**src/rtl/regfile_scoreboard.sv**
```systemverilog
// ---------------------------------------------------------------------------
// regfile_scoreboard
//   Integer register file for the RISC-V core with two combinational read
//   ports, one synchronous write-back port and a per-register busy
//   scoreboard that lets decode detect RAW hazards on long-latency results.
//
// Ports
//   clk, rst            clock (rising edge) / asynchronous active-high reset
//   stall               suppresses issue marking only (writes still happen)
//   rs1Addr, rs2Addr    read addresses
//   rs1Data, rs2Data    read data (zero-register masking, optional bypass)
//   rs1Busy, rs2Busy    source register has an outstanding producer
//   wrEn, wrAddr,
//   wrData              write-back port; also retires the busy bit
//   issueEn, issueAddr  marks issueAddr busy (new outstanding producer)
//   pendingCount        number of busy registers (popcount of busy vector)
//   dbgAddr, dbgData    debug read of the stored value, no bypass
// ---------------------------------------------------------------------------
module regfile_scoreboard #(
    parameter int XLEN     = 32,
    parameter int AW       = 5,
    parameter int ZERO_REG = 1,
    parameter int BYPASS   = 1
) (
    input  logic            clk,
    input  logic            rst,
    input  logic            stall,
    input  logic [AW-1:0]   rs1Addr,
    input  logic [AW-1:0]   rs2Addr,
    output logic [XLEN-1:0] rs1Data,
    output logic [XLEN-1:0] rs2Data,
    output logic            rs1Busy,
    output logic            rs2Busy,
    input  logic            wrEn,
    input  logic [AW-1:0]   wrAddr,
    input  logic [XLEN-1:0] wrData,
    input  logic            issueEn,
    input  logic [AW-1:0]   issueAddr,
    output logic [AW:0]     pendingCount,
    input  logic [AW-1:0]   dbgAddr,
    output logic [XLEN-1:0] dbgData
);

    localparam int   NREG      = 2 ** AW;
    localparam logic ZERO_EN   = (ZERO_REG != 0);
    localparam logic BYPASS_EN = (BYPASS != 0);
    localparam logic [AW:0] CNT_ONE = (AW+1)'(1);

    logic [XLEN-1:0] regs [NREG];
    logic [NREG-1:0] busy;
    logic [AW:0]     count;

    logic wr_zero;
    logic iss_zero;
    logic set_busy;
    logic clr_busy;
    logic same_addr;
    logic cnt_inc;
    logic cnt_dec;

    assign wr_zero   = ZERO_EN && (wrAddr == '0);
    assign iss_zero  = ZERO_EN && (issueAddr == '0);
    assign set_busy  = issueEn && !stall && !iss_zero;
    assign clr_busy  = wrEn && !wr_zero;
    assign same_addr = (issueAddr == wrAddr);

    // A retirement to a register that is being re-issued in the same cycle
    // does not reduce the count: the new producer keeps it busy.
    assign cnt_inc = set_busy && !busy[issueAddr];
    assign cnt_dec = clr_busy && busy[wrAddr] && !(set_busy && same_addr);

    always_ff @(posedge clk or posedge rst) begin
        if (rst) begin
            for (int i = 0; i < NREG; i++) begin
                regs[i] <= '0;
            end
            busy  <= '0;
            count <= '0;
        end else begin
            if (clr_busy) begin
                regs[wrAddr] <= wrData;
                busy[wrAddr] <= 1'b0;
            end
            // Placed after the clear so that set wins on a shared address.
            if (set_busy) begin
                busy[issueAddr] <= 1'b1;
            end
            case ({cnt_inc, cnt_dec})
                2'b10:   count <= count + CNT_ONE;
                2'b01:   count <= count - CNT_ONE;
                default: count <= count;
            endcase
        end
    end

    logic rs1_zero, rs2_zero;
    logic rs1_fwd, rs2_fwd;

    assign rs1_zero = ZERO_EN && (rs1Addr == '0);
    assign rs2_zero = ZERO_EN && (rs2Addr == '0);
    assign rs1_fwd  = BYPASS_EN && clr_busy && (wrAddr == rs1Addr);
    assign rs2_fwd  = BYPASS_EN && clr_busy && (wrAddr == rs2Addr);

    always_comb begin
        rs1Data = regs[rs1Addr];
        if (rs1_fwd) rs1Data = wrData;
        if (rs1_zero) rs1Data = '0;
    end

    always_comb begin
        rs2Data = regs[rs2Addr];
        if (rs2_fwd) rs2Data = wrData;
        if (rs2_zero) rs2Data = '0;
    end

    // A forwarded value is already available, so it is never reported busy.
    assign rs1Busy = busy[rs1Addr] && !rs1_fwd && !rs1_zero;
    assign rs2Busy = busy[rs2Addr] && !rs2_fwd && !rs2_zero;

    assign pendingCount = count;
    assign dbgData      = regs[dbgAddr];

endmodule

```
**config.mk**
```make
export PLATFORM = sky130hd
export DESIGN_NAME = regfile_scoreboard
export DESIGN_NICKNAME = d
export VERILOG_FILES = /design/src/rtl/regfile_scoreboard.sv
export SDC_FILE = /design/constraint.sdc
export NUM_CORES = 2
export LEC_CHECK = 0
export CAP_MARGIN = 20
export CORE_MARGIN = 10
export CORE_UTILIZATION = 45
export CTS_CLUSTER_DIAMETER = 40
export DETAILED_ROUTE_END_ITERATION = 10
export SKIP_LAST_GASP = 1
export SLEW_MARGIN = 20
export SYNTH_ARGS = -nofsm -noshare
export SYNTH_HDL_FRONTEND = slang
export SYNTH_SLANG_ARGS = --single-unit
```
**constraint.sdc**
```tcl
create_clock -name clk -period 77.7 [get_ports clk]
set_input_delay 15.54 -clock clk [delete_from_list [all_inputs] [get_ports clk]]
set_output_delay 15.54 -clock clk [all_outputs]
set_load 0.02 [all_outputs]
```
# == After elaboration in Yosys (flattened, before gate mapping) ==
# Cells that the tools add are included.
# op_classes
n_div,0
shifts,0
n_lt_le_gt_ge,11
add_sub_neg,2
bitwise_logic,7
muxes,31
n_eq_ne,5
n_mul,0
n_reduce_logical,30
# op_table
op,n
$bwmux 1024,1
$bmux 32 s5,3
$mux 32,13
$demux 32 s5,1
$and 32x32->32,1
$not 32->32,1
$or 32x32->32,1
$ge 6x6->1 const B,4
$lt 5x6->1 const B,4
$not 5->6,4
$bmux 1 s5,4
$logic_not 5->1,4
$logic_and 1x1->1,16
$eq 5x5->1,3
$pmux 6 s2,1
$demux 1 s5,2
$ge 5x1->1 const B,2
$logic_not 1->1,9
$add 6x1->6 const B,1
$lt 6x1->1 const B,1
$mux 1,6
$sub 6x1->6 const B,1
$eq 2x1->1 const B,1
$eq 2x2->1 const B,1
$reduce_bool 2->1,1
# totals
romBits,0
mem_bits_rw,0
ff_bits,1062
elab_cells,120
memories,0
latch_bits,0
output_inout_bits,104
inputBits,62

# == Longest topological paths before layout ==
# logic_depth
ltp_word,9
depth_mapped,15

# == Worst setup path after synthesis ==
# OpenSTA, ideal clock, no wires.
# synth_timing
path_type,in2out
start,in rs2Addr[1]
end,out rs2Data[11]
arrival_ps,17443
n_path_buf,2
path_slack_ps,44717
stages,5
path_cell_list,buf_2 clkbuf_1 mux4_2 mux4_2 a221o_1
# synth_between
elab_chain_cells,6
elab_cells_between_ends,9
# synth_rtl
item,line_no,source
"start, declared",29,"input logic [AW-1:0] rs2Addr,"
$not 5->6 (not written as such),111,rs2Data = regs[rs2Addr];
$bmux 32 s5,111,
$mux 32 (not written as such) (2 in series),111,
$mux 32,112,if (rs2_fwd) rs2Data = wrData;
$mux 32 *,113,if (rs2_zero) rs2Data = '0;
"end, declared",31,"output logic [XLEN-1:0] rs2Data,"
# Mark *: on every way between the ends. The rest lies on a longest branch, timed or not. The select of a mux whose other input is x is not followed.

# == Worst setup path after layout ==
# layout_timing
start,in rs2Addr[0]
end,out rs2Data[23]
# The elaborated chain is that of the path after synthesis.

==> run_results.csv <==
group,metric,value,unit
status,outcome,"completed",
critical_path,r2r-end,"pendingCount[5]",
floorplanning,core-area,143000,µm²
critical_path,cp.arrival,20.94,ns
detailed_routing,vias,43800,
floorplanning,start_util,0.453,
floorplanning,rows,139,
critical_path,timing.reg2reg.worst_path_depth,11,
critical_path,reg2reg_from,"busy[19]",
sta,setup_viol,0,
grt,antenna_found_initial,10,
synth,synthArstFlopShare,1.00,
sta,final_hold_viol_count,0,
layout,fillers,11900,
grt,grt_pass1_vias,44600,
sta,min_period_over_period,0.470,
floorplanning,io_pins,166,
placement,hpwl,127,mm
pwr,vdd_drop_max,0.0250,mV
job,cap_violations,0,
detailed_routing,dr.pass1.iters,6,
sta,period_needed,36.48,ns
floorplanning,die_area,160000,µm²
clocking,clkLatencyLatePin,0.81,ns
detailed_routing,wl,232,mm
layout,nNetsFinal,4199,
detailed_routing,drt_iter0_markers,4933,
synth,yosys_register_bits,1062,
floorplanning,die_x,400,µm
clocking,numCtsBuffers,177,
clocking,clock_sinks,1062,
clocking,cts_hold_buf,0,
critical_path,required,62.16,ns
clocking,cts.path.max_buffers,3,
detailed_routing,ant_nets,0,
clocking,clkSlewWorstSetupHoldPaths,0.05,ns
critical_path,cp_slowest_cell,"buf_4",
grt,grt_max_degree,183,
critical_path,path_buf_inv,6,
placement,port-buffer-count,165,
synth,synthFlopType,"dfrtp_1",
critical_path,r2r_setup_slack,74.27,ns
clocking,post_cts_buffers,0,
sta,worst_pin_slew,1.24,ns
critical_path,setup.worst_path.start_class,"input pin",
layout,areaGrowthSynthToFinish,14.0,%
placement,dpl.cell_count,5855,
synth,ys_seq_area_frac,0.409,
hold_path,hold_path_class,"flop to flop",
grt,globalRouteTotalUtil,0.290,
synth,syn_area,65000,µm²
sta,rsz0062_at_grt,"false",
sta,setup_tns,0,ns
grt,grt_overflow,0,
sta,fin_worst_skew,0.00868,ns
critical_path,critPathCaptureType,"output port",
hold_path,min_from,"regs[1018]",
critical_path,crit_top_cell,"buf_4",
critical_path,slowest_delay,0.82,ns
critical_path,crit_chain,"buf_8 > buf_4 > buf_4 > buf_4 > buf_4 > mux4_2 > a22oi_1 > nand3_1 > a22o_1 > clkdlybuf4s50_1",
hold_path,min_path_cells,0,
synth,syn_inst,4189,
grt,grt_first_pass_wirelength,335,mm
detailed_routing,drcViolationCount,0,
synth,syn_nets,4257,
layout,drive_gt1_frac,0.560,
floorplanning,dieHeight,400,µm
hold_path,hold_end,"regs[1018]",
clocking,cts_tree,"built",
clocking,cts-htree-levels,4,
layout,utilization,0.516,
pwr,power-per-cell-area,27.5,nW/µm²
placement,gp_congestion,0.813,
sta,fmax,0.0274,GHz
clocking,cts-root-buf,"clkbuf_16",
sta,drv_slew,0,
clocking,cts_resized,0,
synth,ys_warn_count,0,
sta,slew_headroom,0.172,
detailed_routing,drt-wirelength-per-cell,37.5,µm
synth,synth_cell_types,52,
critical_path,critical_path_class,"input pin to output port",
critical_path,crit_fanout,42,
synth,synth_edf_count,0,
pwr,p_leak,30.4,nW
layout,fin_cells,6193,
synth,synth_area_per_cell,15.5,µm²
critical_path,cp_top_family,"buffers and inverters",
detailed_routing,vias_per_cell,7.07,
## worst max-delay path by stage
| stage | to | cells past startpoint | start |
|---|---|---|---|
| CTS | rs2Data[27] | 10 | rs2Addr[0] |
| floorplan | busy[0] | 1 | rst |
| global placement | rs2Data[27] | 10 | rs2Addr[0] |
| detailed placement | rs2Data[27] | 10 | rs2Addr[0] |
| global route | rs2Data[27] | 10 | rs2Addr[0] |
| finish | rs2Data[23] | 10 | rs2Addr[0] |
## cell type report
| type | count | area, µm² | area share |
|---|---|---|---|
| clock inverters | 111 | 1200 | 0.0162 |
| inverters | 6 | 30.0 | 0.000405 |
| clock buffers | 221 | 4910 | 0.0663 |
| repair buffers | 278 | 2490 | 0.0336 |
| well taps | 1903 | 2380 | 0.0321 |
| multi-input cells | 2606 | 36500 | 0.492 |
| flip-flops and latches | 1062 | 26600 | 0.359 |
| diodes | 6 | 15.0 | 0.000203 |
## cells in the final DEF, fill, tap and decap left out, types with 11 or more instances in the layout
cell type and n:
nand2_1 33, o21ai_0 35, clkbuf_8 21, inv_6 23, clkbuf_1 18, nand2_4 15
inv_8 11, bufinv_16 13, clkinv_4 14, mux2_2 1026, buf_4 117, a211oi_1 57
a31oi_1 25, mux4_2 868, nor2b_1 33, clkbuf_16 182, clkinvlp_4 18, clkinv_2 27
mux2i_1 105, xnor2_1 14, nor2_4 19, a22oi_1 65, clkdlybuf4s50_1 141, a32o_1 32
a21oi_1 37, dfrtp_1 1062, nand3_1 39, nor2_1 11, o22ai_1 62, a22o_1 43
## routing by layer
metal | GRT usage | part of all wire | vias up
li1 | - | - | 16900
met1 | 0.386 | 0.39 | 24000
met2 | 0.450 | 0.47 | 2331
met3 | 0.0688 | 0.086 | 541
met4 | 0.135 | 0.051 | 4
met5 | 0 | 0.00025 | -
## Yosys cell counts, drive strengths merged (2+ instances only)
library cell  instances  area (µm²)
a32o                 32         320
ha                    5        62.6
nor4                  4        25.0
a32oi                 7        61.3
nor3b                 7        52.6
or2                   3        18.8
o22ai                62         388
nor3                  7        35.0
a21oi                37         185
nor2                 31         116
mux2               1026       11600
mux4                868       19500
nand3b                6        45.0
o21ai                35         175
and3                  4        25.0
nor2b                35         219
nand2                50         188
xor2                  6        52.6
a211o                 2        17.5
nand2b                8        50.1
a211oi               57         428
a31oi                25         156
and3b                 3        26.3
buf                 239        1190
o31ai                 3        27.5
a22o                 43         377
nand4                 2        12.5
clkbuf              276        1040
inv                   6        22.5
xnor2                14         123
a21o                  2        15.0
mux2i               105        1050
dfrtp              1062       26600
a22oi                65         488
nand3                39         195
## registers in the layout (all words and copies together), names as in the netlist
| register | cells |
|---|---|
| busy | 32 |
| regs | 1024 |
| pendingCount | 6 |
## worst reg2reg max path, cell delays in order (launching register included)
cell	delay (ns)
dfrtp_1	0.42
mux4_2	0.50
mux2_2	0.27
a221oi_1	0.31
o221ai_1	0.20
ha_1	0.35
ha_1	0.32
a21o_1	0.11
a21oi_1	0.10
or4_1	0.49
nand3_1	0.15
xor2_1	0.15
## kinds of logic after synthesis
logic type,count (synthesis),synth area share
adders and majority gates,6,0.00127
DFF,1062,0.409
muxes,1999,0.495
and+or+nand+nor,204,0.0161
xor gates and xnor gates,20,0.00270
AOI/OAI and AO/OA,377,0.0416
buffers and inverters,521,0.0345
## power by group
group | total [W] | switching (W) | leakage [nW] | internal [W]
clock network | 0.000807 | 0.000308 | 2.98 | 0.000499
logic | 0.000471 | 0.000191 | 13.8 | 0.000280
registers | 0.000761 | 0.000101 | 13.6 | 0.000660
total | 0.00204 | 0.000600 | 30.4 | 0.00144
## through the flow
stage | hold WS (ns) | setup WS (ns) | instance area (µm²) | power, W
floorplan | 0.458 | 32.27 | 65000 | 0.00109
global placement | 0.393 | 41.07 | 68000 | 0.00122
detailed placement | 0.403 | 41.10 | 68000 | 0.00123
CTS | 0.414 | 41.07 | 74100 | 0.00204
global route | 0.420 | 40.71 | 74100 | 0.00211
finish | 0.408 | 41.22 | 74100 | 0.00204
No activity file was read; power rests on OpenSTA's default activity.
